[config.mk]
export PLATFORM = sky130hd
export DESIGN_NAME = id_ex_stage
export DESIGN_NICKNAME = d
export VERILOG_FILES = /design/src/rtl/id_ex_stage.sv
export SDC_FILE = /design/constraint.sdc
export NUM_CORES = 1
export LEC_CHECK = 0
export CORE_UTILIZATION = 30
export CTS_CLUSTER_SIZE = 12
export DETAILED_ROUTE_END_ITERATION = 6
export GPL_TIMING_DRIVEN = 0
export PLACE_DENSITY_LB_ADDON = 0.1
export SETUP_SLACK_MARGIN = 0.05
export SYNTH_ARGS = -nofsm -noshare
export SYNTH_HDL_FRONTEND = slang
export SYNTH_SLANG_ARGS = --single-unit
[constraint.sdc]
create_clock -name clk_i -period 2.6 [get_ports clk_i]
set_input_delay 0.39 -clock clk_i [delete_from_list [all_inputs] [get_ports clk_i]]
set_output_delay 0.39 -clock clk_i [all_outputs]
set_load 0.01 [all_outputs]
[src/rtl/id_ex_stage.sv]
// ID/EX pipeline register: holds one decoded instruction, forwards
// EX/MEM and MEM/WB results into the ALU operands, flags load-use.
module id_ex_stage #(
  parameter int XLEN = 32,
  parameter int RA_W = 5
) (
  input  logic            clk_i,
  input  logic            reset_i,
  input  logic            id_valid_i,
  input  logic [XLEN-1:0] id_pc_i,
  input  logic [XLEN-1:0] id_rs1_data_i,
  input  logic [XLEN-1:0] id_rs2_data_i,
  input  logic [XLEN-1:0] id_imm_i,
  input  logic [RA_W-1:0] id_rs1_i,
  input  logic [RA_W-1:0] id_rs2_i,
  input  logic            id_rs1_used_i,
  input  logic            id_rs2_used_i,
  input  logic [RA_W-1:0] id_rd_i,
  input  logic            id_wb_en_i,
  input  logic            id_is_load_i,
  input  logic            id_src1_pc_i,
  input  logic            id_src2_imm_i,
  input  logic [3:0]      id_func_i,
  input  logic            stall_i,
  input  logic            flush_i,
  input  logic            exm_wb_en_i,
  input  logic [RA_W-1:0] exm_rd_i,
  input  logic [XLEN-1:0] exm_result_i,
  input  logic            mwb_wb_en_i,
  input  logic [RA_W-1:0] mwb_rd_i,
  input  logic [XLEN-1:0] mwb_result_i,
  output logic [XLEN-1:0] src1_o,
  output logic [XLEN-1:0] src2_o,
  output logic [3:0]      func_o,
  output logic            valid_o,
  output logic [XLEN-1:0] pc_o,
  output logic [XLEN-1:0] rs2_fwd_o,
  output logic [RA_W-1:0] rd_o,
  output logic            wb_en_o,
  output logic            is_load_o,
  output logic            load_use_o
);

  typedef struct packed {
    logic            valid;
    logic [XLEN-1:0] pc;
    logic [XLEN-1:0] rs1_data;
    logic [XLEN-1:0] rs2_data;
    logic [XLEN-1:0] imm;
    logic [RA_W-1:0] rs1;
    logic [RA_W-1:0] rs2;
    logic [RA_W-1:0] rd;
    logic            wb_en;
    logic            is_load;
    logic            src1_pc;
    logic            src2_imm;
    logic [3:0]      func;
  } id_ex_t;

  id_ex_t q;
  id_ex_t d;
  id_ex_t cap;

  logic            ex_hit1;
  logic            ex_hit2;
  logic            mw_hit1;
  logic            mw_hit2;
  logic [XLEN-1:0] fwd1;
  logic [XLEN-1:0] fwd2;
  logic            rs1_match;
  logic            rs2_match;

  always_comb begin
    cap.valid    = id_valid_i;
    cap.pc       = id_pc_i;
    cap.rs1_data = id_rs1_data_i;
    cap.rs2_data = id_rs2_data_i;
    cap.imm      = id_imm_i;
    cap.rs1      = id_rs1_i;
    cap.rs2      = id_rs2_i;
    cap.rd       = id_rd_i;
    cap.wb_en    = id_wb_en_i;
    cap.is_load  = id_is_load_i;
    cap.src1_pc  = id_src1_pc_i;
    cap.src2_imm = id_src2_imm_i;
    cap.func     = id_func_i;
  end

  // x0 is hardwired zero, so a write to it is never a forwarding source
  assign ex_hit1 = exm_wb_en_i && (exm_rd_i == q.rs1) && (|q.rs1);
  assign ex_hit2 = exm_wb_en_i && (exm_rd_i == q.rs2) && (|q.rs2);
  assign mw_hit1 = mwb_wb_en_i && (mwb_rd_i == q.rs1) && (|q.rs1);
  assign mw_hit2 = mwb_wb_en_i && (mwb_rd_i == q.rs2) && (|q.rs2);

  always_comb begin
    fwd1 = q.rs1_data;
    if (ex_hit1) fwd1 = exm_result_i;
    else if (mw_hit1) fwd1 = mwb_result_i;
  end

  always_comb begin
    fwd2 = q.rs2_data;
    if (ex_hit2) fwd2 = exm_result_i;
    else if (mw_hit2) fwd2 = mwb_result_i;
  end

  assign rs1_match = id_rs1_used_i && (id_rs1_i == q.rd);
  assign rs2_match = id_rs2_used_i && (id_rs2_i == q.rd);

  assign load_use_o = q.valid && q.is_load && (|q.rd) &&
                      id_valid_i && (rs1_match || rs2_match);

  // Stall keeps the operands live so a producer retiring mid-stall is kept
  always_comb begin
    d = q;
    if (flush_i) begin
      d = '0;
    end else if (stall_i) begin
      d.rs1_data = fwd1;
      d.rs2_data = fwd2;
    end else if (load_use_o) begin
      d = '0;
    end else begin
      d = cap;
    end
  end

  always_ff @(posedge clk_i or negedge reset_i) begin
    if (!reset_i) q <= '0;
    else          q <= d;
  end

  assign src1_o    = q.src1_pc  ? q.pc  : fwd1;
  assign src2_o    = q.src2_imm ? q.imm : fwd2;
  assign rs2_fwd_o = fwd2;
  assign func_o    = q.func;
  assign valid_o   = q.valid;
  assign pc_o      = q.pc;
  assign rd_o      = q.rd;
  assign wb_en_o   = q.valid && q.wb_en;
  assign is_load_o = q.valid && q.is_load;

endmodule

==> out/summary.md, run 1 <==
The flow ran to the end, but the final reports show violations. The checks that failed: setup timing. Setup repair after global routing could not meet its margin everywhere.

The Yosys step of the flow raised 0 warnings. In this run the power spent charging and discharging nets is 2.24 mW. The run gives 4 as the maximum level of the CTS H-tree. The area of the core region was 27900 um2.

The synthesized netlist net count was 1114. The number of clock sinks was 152. The count of cells along the worst register-to-register path came out at 12.

The routed layout has 9443 vias. The run gives 97 as the setup-violating endpoint count in the final report. By area the synthesized netlist is led by sky130_fd_sc_hd__dfrtp_1, sky130_fd_sc_hd__a22o_1, sky130_fd_sc_hd__mux2_2. Kind of end point of the critical path: an output port.

The tools report the detailed-routing iteration count for the pre-antenna-repair pass as 5. The die is 170 um tall. At the pin with the least slew margin, the transition time is 0.883 ns.

The number of stages on the worst setup path came out at 9. Dividing the synthesized area by the synthesized cell count gives 9.66 um2. The number of pins exceeding their max-slew limit in the final report is 0, and the pin count of the biggest net entering global routing is 86. The first global-routing pass estimated 59.3 mm of wire. The die covers 29000 um2. For the register-to-register setup slack, the log shows -0.01 ns.

STA classifies the critical path startpoint as a flip-flop. The worst voltage drop across the vdd grid was 358 uV. TritonCTS built the clock tree.

Using the TritonRoute via totals, the vias-per-cell ratio works out to 5.29. Dividing the detail-routed wire length by the instance count gives 22.9 um. The tree is rooted in a sky130_fd_sc_hd__clkbuf_16.

The tools report the relative contribution of sequential cells to total power as 34.4%. The number of I/O port buffers was 373; the part of the total power dissipated in the clock network was 35.9%. In this run the remaining antenna-violating nets after routing total 0. In this run, the number of DRC markers left after iteration 0 of detailed routing was 543.

By startpoint and endpoint, the worst setup path is classified as flip-flop to output port. Power spread over the standard cell area amounts to 447 nW/um2. The worst register-to-register path begins at q[17]. Data on the critical path is required at its endpoint by 2.21 ns. Area share of the largest cell type after synthesis: 44.7%. Summed over all layers, the routed wires come to 40.9 mm. Of the cells placed in the final design, the portion with a size suffix greater than 1 is 40.6%.

The end of the worst register-to-register path was q[67]. The clock arrives with 0.0171 ns of skew. The number of nets in the layout was 1627; the total of flip-flops plus latches after synthesis was 152. The master of the slowest instance on the critical path was sky130_fd_sc_hd__or4b_4. Headroom to the max-slew limit came out at 41.1%.

The critical path goes through buf_6 -> xor2_4 -> or4b_4 -> buf_8 -> o21ai_4 -> a31oi_4 -> buf_6 -> mux2_4 -> buf_6. The clock passes through at most 2 buffers. The cell with the most instances on the worst path was sky130_fd_sc_hd__buf_6. The final core utilization is 61.2%. The library cells used most frequently in the layout, excluding fill and tap cells, are sky130_fd_sc_hd__clkdlybuf4s50_1, sky130_fd_sc_hd__dfrtp_1, sky130_fd_sc_hd__a22o_1. Sequential cells were found to cover 44.7% of the synthesized design area. The tools report the final weighted congestion in routability-driven placement as 0.882. Counting tap cells, the placed design contains a total of 1632 instances. The synthesized design spends more area on one cell type than any other, namely sky130_fd_sc_hd__dfrtp_1.

The post-layout instance count excluding filler cells was 1786. Before CTS, the worst setup slack after placement is -1.58 ns. The count of endpoints failing hold in the final timing report was 0; the via count of the first global-routing pass was 9856. The sum of buffers and inverters on the critical path was 4; the share of total power in combinational logic was 29.7%. After detailed placement, the total cell area comes to 12700 um2. The tightest min-delay check is of the input pin to asynchronous set/reset pin type. The remaining global-route overflow is 0, and the fraction of power spent switching nets is 29.4%. Summing all non-filler instances in the final layout gives an area of 17000 um2. The mapped netlist covers 8500 um2. The cell class contributing the biggest share of worst-path delay was simple AND/OR/NAND/NOR gates. The largest stage delay on the critical path was 0.71 ns; the number of maximum-capacitance constraint violations was 0.

Leaving out fill and tap cells, the most frequent cell in the layout is sky130_fd_sc_hd__clkdlybuf4s50_1. Cell internal power was estimated by the tool at 5.37 mW. The number of buffers created by CTS is 17, and the synthesis-to-layout area growth is 100%. Row generation in the floorplan step produced 61 rows. After layout, the worst path uses 126% of the clock period. Clock latency on the worst-skew pair, taken at its later pin, is 0.44 ns.

In this run the count of I/O pins placed on the die edge is 375. After clock tree synthesis, the clock-pin slew on the worst setup and hold paths is 0.07 ns. The tools report the count of different cell masters after synthesis as 35. The initial antenna violation count is 3.

Detailed placement finished with a half-perimeter wire length of 27.6 mm. In this run the worst path has a maximum fanout of 8. For the endpoint arrival time on the critical path, the log shows 2.89 ns.

The tools report the synthesized instance count as 880. Measured along the x axis, the die boundary spans 170 um. The analysis attributes to cell leakage a power of 6.97 nW. The logs give 305 MHz for the maximum operating frequency and 30.5% for the initial cell density of the core. The worst-case setup margin in the final layout was -0.679 ns; the total DRC errors in the routed layout was 0.

After layout, the minimum clock period comes to 3.28 ns. In the global route stage, overall resource usage came out at 27.6%.
## metrics by stage
stage,power [mW],hold WS [ns],setup TNS [ns]
final,7.62,0.494,-46.05
after global routing,7.89,0.505,-53.57
after CTS,7.47,0.499,-44.59
after detailed placement,4.32,0.381,-171.08
after global placement,4.31,0.477,-1016.75
after floorplan,3.30,0.0944,0
## logic make-up (layout without fill, tap and decap cells)
group | Yosys count | after routing | synth area share [%]
AOI/OAI and AO/OA | 319 | 319 | 28.7
xor gates and xnor gates | 30 | 30 | 3.09
buffers and inverters | 133 | 659 | 8.06
DFF | 152 | 152 | 44.7
muxes | 32 | 32 | 4.24
other | 0 | 2 | 0
and+or+nand+nor | 214 | 214 | 11.2
## layout make-up
cell class / instances / area (um2)
Timing Repair Buffer: 496 / 4990
Fill cell: 2287 / 10800
Tap cell: 378 / 473
Clock buffer: 19 / 433
Multi-Input combinational cell: 595 / 5930
Clock inverter: 13 / 193
Sequential cell: 152 / 3810
Buffer: 131 / 1200
Antenna cell: 2 / 5.00
## worst max path at each step
stage / start / end / slack [ns]
after global placement: reset_i / pc_o[5] / -5.57
after global routing: q[15] / src2_o[21] / -0.73
after floorplan: q[14] / src2_o[10] / 0.07
after detailed placement: mwb_rd_i[2] / src2_o[3] / -1.58
after CTS: q[15] / src2_o[25] / -0.66
final: q[17] / src2_o[31] / -0.68
## synth_stat cells
cell,instances
sky130_fd_sc_hd__mux2_2,32
sky130_fd_sc_hd__nand4_1,4
sky130_fd_sc_hd__or4_1,2
sky130_fd_sc_hd__xor2_1,8
sky130_fd_sc_hd__nor4b_2,1
sky130_fd_sc_hd__a221oi_1,32
sky130_fd_sc_hd__o2bb2ai_1,32
sky130_fd_sc_hd__nand2_1,66
sky130_fd_sc_hd__nand3_1,32
sky130_fd_sc_hd__o21ai_1,1
sky130_fd_sc_hd__nor3_1,32
sky130_fd_sc_hd__o31ai_1,32
sky130_fd_sc_hd__and2_1,3
sky130_fd_sc_hd__buf_1,1
sky130_fd_sc_hd__buf_2,23
sky130_fd_sc_hd__a22o_1,120
sky130_fd_sc_hd__nor4_1,1
sky130_fd_sc_hd__o211a_1,2
sky130_fd_sc_hd__o211ai_2,1
sky130_fd_sc_hd__o21ai_0,63
sky130_fd_sc_hd__clkbuf_2,3
sky130_fd_sc_hd__a31oi_1,32
sky130_fd_sc_hd__buf_4,41
sky130_fd_sc_hd__or2_2,2
sky130_fd_sc_hd__xnor2_1,22
sky130_fd_sc_hd__clkbuf_1,65
sky130_fd_sc_hd__o211ai_1,2
sky130_fd_sc_hd__dfrtp_1,152
sky130_fd_sc_hd__nor2b_1,2
sky130_fd_sc_hd__o22ai_1,1
sky130_fd_sc_hd__a211oi_2,1
sky130_fd_sc_hd__or4b_1,1
sky130_fd_sc_hd__or4_4,1
sky130_fd_sc_hd__nand4bb_1,1
sky130_fd_sc_hd__nor2_1,66
## power by group through the flow
| stage | sequential (mW) | combinational, mW | clock [mW] |
|---|---|---|---|
| 4_1_cts | 2.61 | 2.09 | 2.78 |
| 5_1_grt | 2.63 | 2.39 | 2.87 |
| 3_5_place_dp | 2.63 | 1.69 | 0 |
| 3_3_place_gp | 2.63 | 1.68 | 0 |
| 2_1_floorplan | 2.60 | 0.705 | 0 |
| 6_report | 2.62 | 2.26 | 2.74 |
## what timing repair did
action,in CTS,in global routing
gates cloned,12,3
hold buffers,1,0
pin swaps,70,51
resized for setup,848,172
setup buffers,81,40
setup endpoints to repair,249,186
endpoints found under the hold margin,67,0
## layer usage
metal | part of all wire, % | up-vias | track usage, %
met1 | 41 | 4684 | 33.3
li1 | - | 4312 | -
met2 | 50 | 374 | 47.3
met3 | 7.2 | 71 | 7.21
met5 | 0.032 | - | 0
met4 | 2.6 | 2 | 9.36
## state kept, by name, summed over array words and instances (netlist names)
name     cells
q          110
pc_o        32
func_o       4
valid_o      1
rd_o         5
Note: power is estimated with default switching activity, not from simulation.
==> inputs of run 2 (changes only) <==
--- a/config.mk
+++ b/config.mk
@@ -5,6 +5,7 @@
 export SDC_FILE = /design/constraint.sdc
 export NUM_CORES = 1
 export LEC_CHECK = 0
+export ABC_CLOCK_PERIOD_IN_PS = 2600
 export CORE_UTILIZATION = 30
 export CTS_CLUSTER_SIZE = 12
 export DETAILED_ROUTE_END_ITERATION = 6
==> results of run 2 <==
Final layout, timing and power as in run 1 (identical DEF).
==> inputs of run 3 (changes only) <==
--- a/config.mk
+++ b/config.mk
@@ -6,6 +6,7 @@
 export NUM_CORES = 1
 export LEC_CHECK = 0
 export ABC_CLOCK_PERIOD_IN_PS = 2600
+export CORE_ASPECT_RATIO = 0.7
 export CORE_UTILIZATION = 30
 export CTS_CLUSTER_SIZE = 12
 export DETAILED_ROUTE_END_ITERATION = 6
==> constraint.sdc (replaced) <==
create_clock -name clk_i -period 2.6 [get_ports clk_i]
set_input_delay 0.39 -clock clk_i [delete_from_list [all_inputs] [get_ports clk_i]]
set_output_delay 0.39 -clock clk_i [all_outputs]
set_load 0.02 [all_outputs]
==> out/summary.md, run 3 (synthesis gave the netlist of run 1 again) <==
The run finished, with violations left. Violations in the final reports: setup timing (unchanged). The number of inserted filler cells in the final layout is 2376 (was 2287). The die width was 203 um (was 170 um); the leakage power was 6.77 nW (was 6.97 nW). The initial antenna violation count came out at 4 (was 3). The cell at the root of the clock tree was sky130_fd_sc_hd__clkbuf_16 (unchanged). The pin count of the biggest net entering global routing came out at 84 (was 86). Master of the slowest instance on the critical path: sky130_fd_sc_hd__or4_4 (was sky130_fd_sc_hd__or4b_4). The logs give 9049 (was 9856) for the via count of the first global-routing pass and 29000 um2 (about the same) for the die area. The minimum period implied by the final worst setup slack is 3.19 ns (was 3.28 ns), and the number of DRC violations after detailed-routing iteration 0 is 440 (was 543).

The number of pins exceeding their max-slew limit in the final report was 0 (unchanged); the post-detailed-route via-to-cell ratio was 5.26 (was 5.29). The synthesis-to-layout area growth was 93.9% (was 100%). TritonCTS built the clock tree.

Number of nets in the layout: 1605 (was 1627). The number of I/O port buffers came out at 373 (unchanged). The tools report the worst voltage drop across the vdd grid as 414 uV (was 358 uV). The clock-pin slew reported for the worst setup and hold paths after clock tree synthesis works out to 0.07 ns (about the same). Global routing usage summed across all routing layers: 26.7% (was 27.6%). The tools report the total detailed-routing wirelength as 40.4 mm (was 40.9 mm). The most common cell after layout, fill and taps aside was sky130_fd_sc_hd__clkdlybuf4s50_1 (unchanged). The run gives 2.80 ns (was 2.89 ns) as the endpoint arrival time on the critical path.

Setup repair after global routing could not meet its margin everywhere. The clock tree skew after final layout is 0.0132 ns (was 0.0171 ns). Detailed placer's ending HPWL: 28.9 mm (was 27.6 mm).

The flip-flop count of the largest register after layout was 110 (unchanged). The setup-violating endpoint count in the final report is 96 (was 97). The run gives 0.44 ns (about the same) as the clock latency on the worst-skew pair. The start-to-end type of the worst setup path was flip-flop to output port (unchanged). The number of stages on the worst setup path came out at 9 (unchanged). The global-route wire length before repair is 57.6 mm (was 59.3 mm), and the average detailed-routed wire length per instance is 23.0 um (was 22.9 um). The maximum fanout along the worst path is 8 (unchanged). The tools report the startpoint type of the worst setup path as a flip-flop (unchanged). Worst slew margin relative to its limit: 43.0% (was 41.1%).

The share of layout cells above drive strength 1 was 38.6% (was 40.6%); the number of antenna-violating nets in the routed design was 0 (unchanged). For the initial cell density of the core, the log shows 30.6% (was 30.5%). The number of ports placed on the die boundary came out at 375 (unchanged). The number of maximum-capacitance constraint violations is 0 (unchanged), and the final-layout setup total negative slack is -44.66 ns (was -46.05 ns). For the detailed-routing iteration count for the pre-antenna-repair pass, the log shows 5 (unchanged).

The cell with the most instances on the worst path is sky130_fd_sc_hd__buf_12 (was sky130_fd_sc_hd__buf_6). Cells along the critical path: or4_4 -> o211ai_4 -> or2_4 -> buf_12 -> buf_12 -> buf_12 -> a31oi_4 -> mux2_2 -> buf_6 (was buf_6 -> xor2_4 -> or4b_4 -> buf_8 -> o21ai_4 -> a31oi_4 -> buf_6 -> mux2_4 -> buf_6). The tools report the launching element of the worst setup path as q[15] (was q[17]). The actual transition at the worst max-transition pin is 0.854 ns (was 0.883 ns), and the number of standard-cell rows in the floorplan is 51 (was 61). The tools report the total power of the final layout as 7.62 mW (about the same). The total power density per cell area came out at 462 nW/um2 (was 447 nW/um2). Most used cells in the layout excluding fill and tap cells: sky130_fd_sc_hd__clkdlybuf4s50_1, sky130_fd_sc_hd__dfrtp_1, sky130_fd_sc_hd__buf_4 (was sky130_fd_sc_hd__clkdlybuf4s50_1, sky130_fd_sc_hd__dfrtp_1, sky130_fd_sc_hd__a22o_1). For the remaining global-route overflow, the log shows 0 (unchanged). The worst-case setup margin in the final layout is -0.587 ns (was -0.679 ns). The tightest hold margin came out at 0.496 ns (was 0.494 ns). Register bank with the most flops: q (unchanged). The end of the worst register-to-register path is q[67] (unchanged).

The startpoint of the worst-slack reg-to-reg timing path was q[13] (was q[17]). The area of the core region came out at 27800 um2 (was 27900 um2). The register-to-register setup slack is 0.05 ns (was -0.01 ns). The tools report the final core utilization as 59.3% (was 61.2%).

The largest stage delay on the critical path is 0.58 ns (was 0.71 ns), and the maximum operating frequency is 314 MHz (was 305 MHz). For the total DRC errors in the routed layout, the log shows 0 (unchanged). The post-route fraction of the period consumed by the critical path is 123% (was 126%). Path class of the lowest-slack min-delay path: input pin to asynchronous set/reset pin (unchanged).

The tools report the kind of end point of the critical path as an output port (unchanged). The run gives 4 (unchanged) as the maximum level of the CTS H-tree. The largest buffer count on any clock path is 2 (unchanged). Critical path capture point: src2_o[10] (was src2_o[31]). The die height was 143 um (was 170 um); the count of cells along the worst register-to-register path was 9 (was 12).

The run gives 152 (unchanged) as the number of clock sinks. Detailed-route via count: 9224 (was 9443). For the number of buffers created by CTS, the log shows 17 (unchanged). The final weighted congestion in routability-driven placement came out at 0.827 (was 0.882).

The run gives 2.21 ns (about the same) as the data required time at the worst endpoint. The cell class contributing the biggest share of worst-path delay is simple AND/OR/NAND/NOR gates (unchanged). The run gives 0 (unchanged) as the count of endpoints failing hold in the final timing report. The sum of buffers and inverters on the critical path works out to 4 (unchanged).
==> run 3: cell types whose count changed in the layout (fill, tap and decap cells not counted), sizes merged, moves of 2 or more <==
| cell | previous run | this run |
|---|---|---|
| buf | 289 | 274 |
| clkdlybuf4s50 | 275 | 273 |
| inv | 4 | 1 |
| clkinvlp | 2 | 5 |
| clkbuf | 80 | 73 |
==> run 3: worst reg2reg max path, delay by kind of cell (launching register included) <==
family,cells,cell delay (ns)
AOI/OAI and AO/OA,3,0.51
xor gates and xnor gates,1,0.20
buffers and inverters,4,0.62
DFF,1,0.46
and+or+nand+nor,1,0.65
==> run 3: layout make-up <==
type / count / area (um2) / area share, %
multi-input cells: 595 / 5700 / 34.5
well taps: 371 / 464 / 2.81
clock buffers: 19 / 443 / 2.69
clock inverters: 11 / 150 / 0.910
diodes: 1 / 2.50 / 0.0152
repair buffers: 480 / 4910 / 29.8
flip-flops and latches: 152 / 3810 / 23.1
plain buffers: 125 / 1020 / 6.16
==> run 3: worst min path at each step <==
stage / startpoint / to / slack (ns) / cells past startpoint
after floorplan: reset_i / func_o[0] / 0.09 / 0
after global placement: q[43] / q[43] / 0.48 / 1
after detailed placement: reset_i / pc_o[29] / 0.39 / 1
after CTS: id_rs1_data_i[1] / q[88] / 0.50 / 2
after global routing: q[42] / q[42] / 0.50 / 1
final: reset_i / pc_o[29] / 0.50 / 2
==> run 3: layer usage <==
| metal | vias to the layer above | global-route usage (%) | share of wire (%) | wire [um] |
|---|---|---|---|---|
| met2 | 353 | 41.8 | 46 | 18500 |
| met1 | 4566 | 37.0 | 45 | 18200 |
| met5 | - | 0 | 0.067 | 27 |
| met3 | 38 | 7.17 | 7.8 | 3140 |
| li1 | 4261 | - | - | - |
| met4 | 6 | 5.46 | 1.2 | 497 |
==> run 3: where the power goes <==
part | total (mW) | switching (mW) | internal (mW)
sequential | 2.61 | 0.109 | 2.50
clock | 2.62 | 1.09 | 1.53
combinational | 2.39 | 1.11 | 1.28
total | 7.62 | 2.31 | 5.31
==> run 3: metrics by stage <==
stage                     instance area (um2)  std cells  setup WS (ns)
after detailed placement                13400       1625          -1.38
after global placement                  13400       1624          -5.60
after CTS                               15600       1705         -0.651
after floorplan                          9180        880        -0.0700
final                                   16500       1754         -0.587
after global routing                    16500       1753         -0.699
==> run 3: what timing repair did <==
action,4_1_cts,5_1_grt
resized for setup,731,171
cloned,10,6
hold buffers,1,0
setup buffers,42,53
pin swaps,22,94
endpoints found under the hold margin,69,0
setup endpoints to repair,199,155
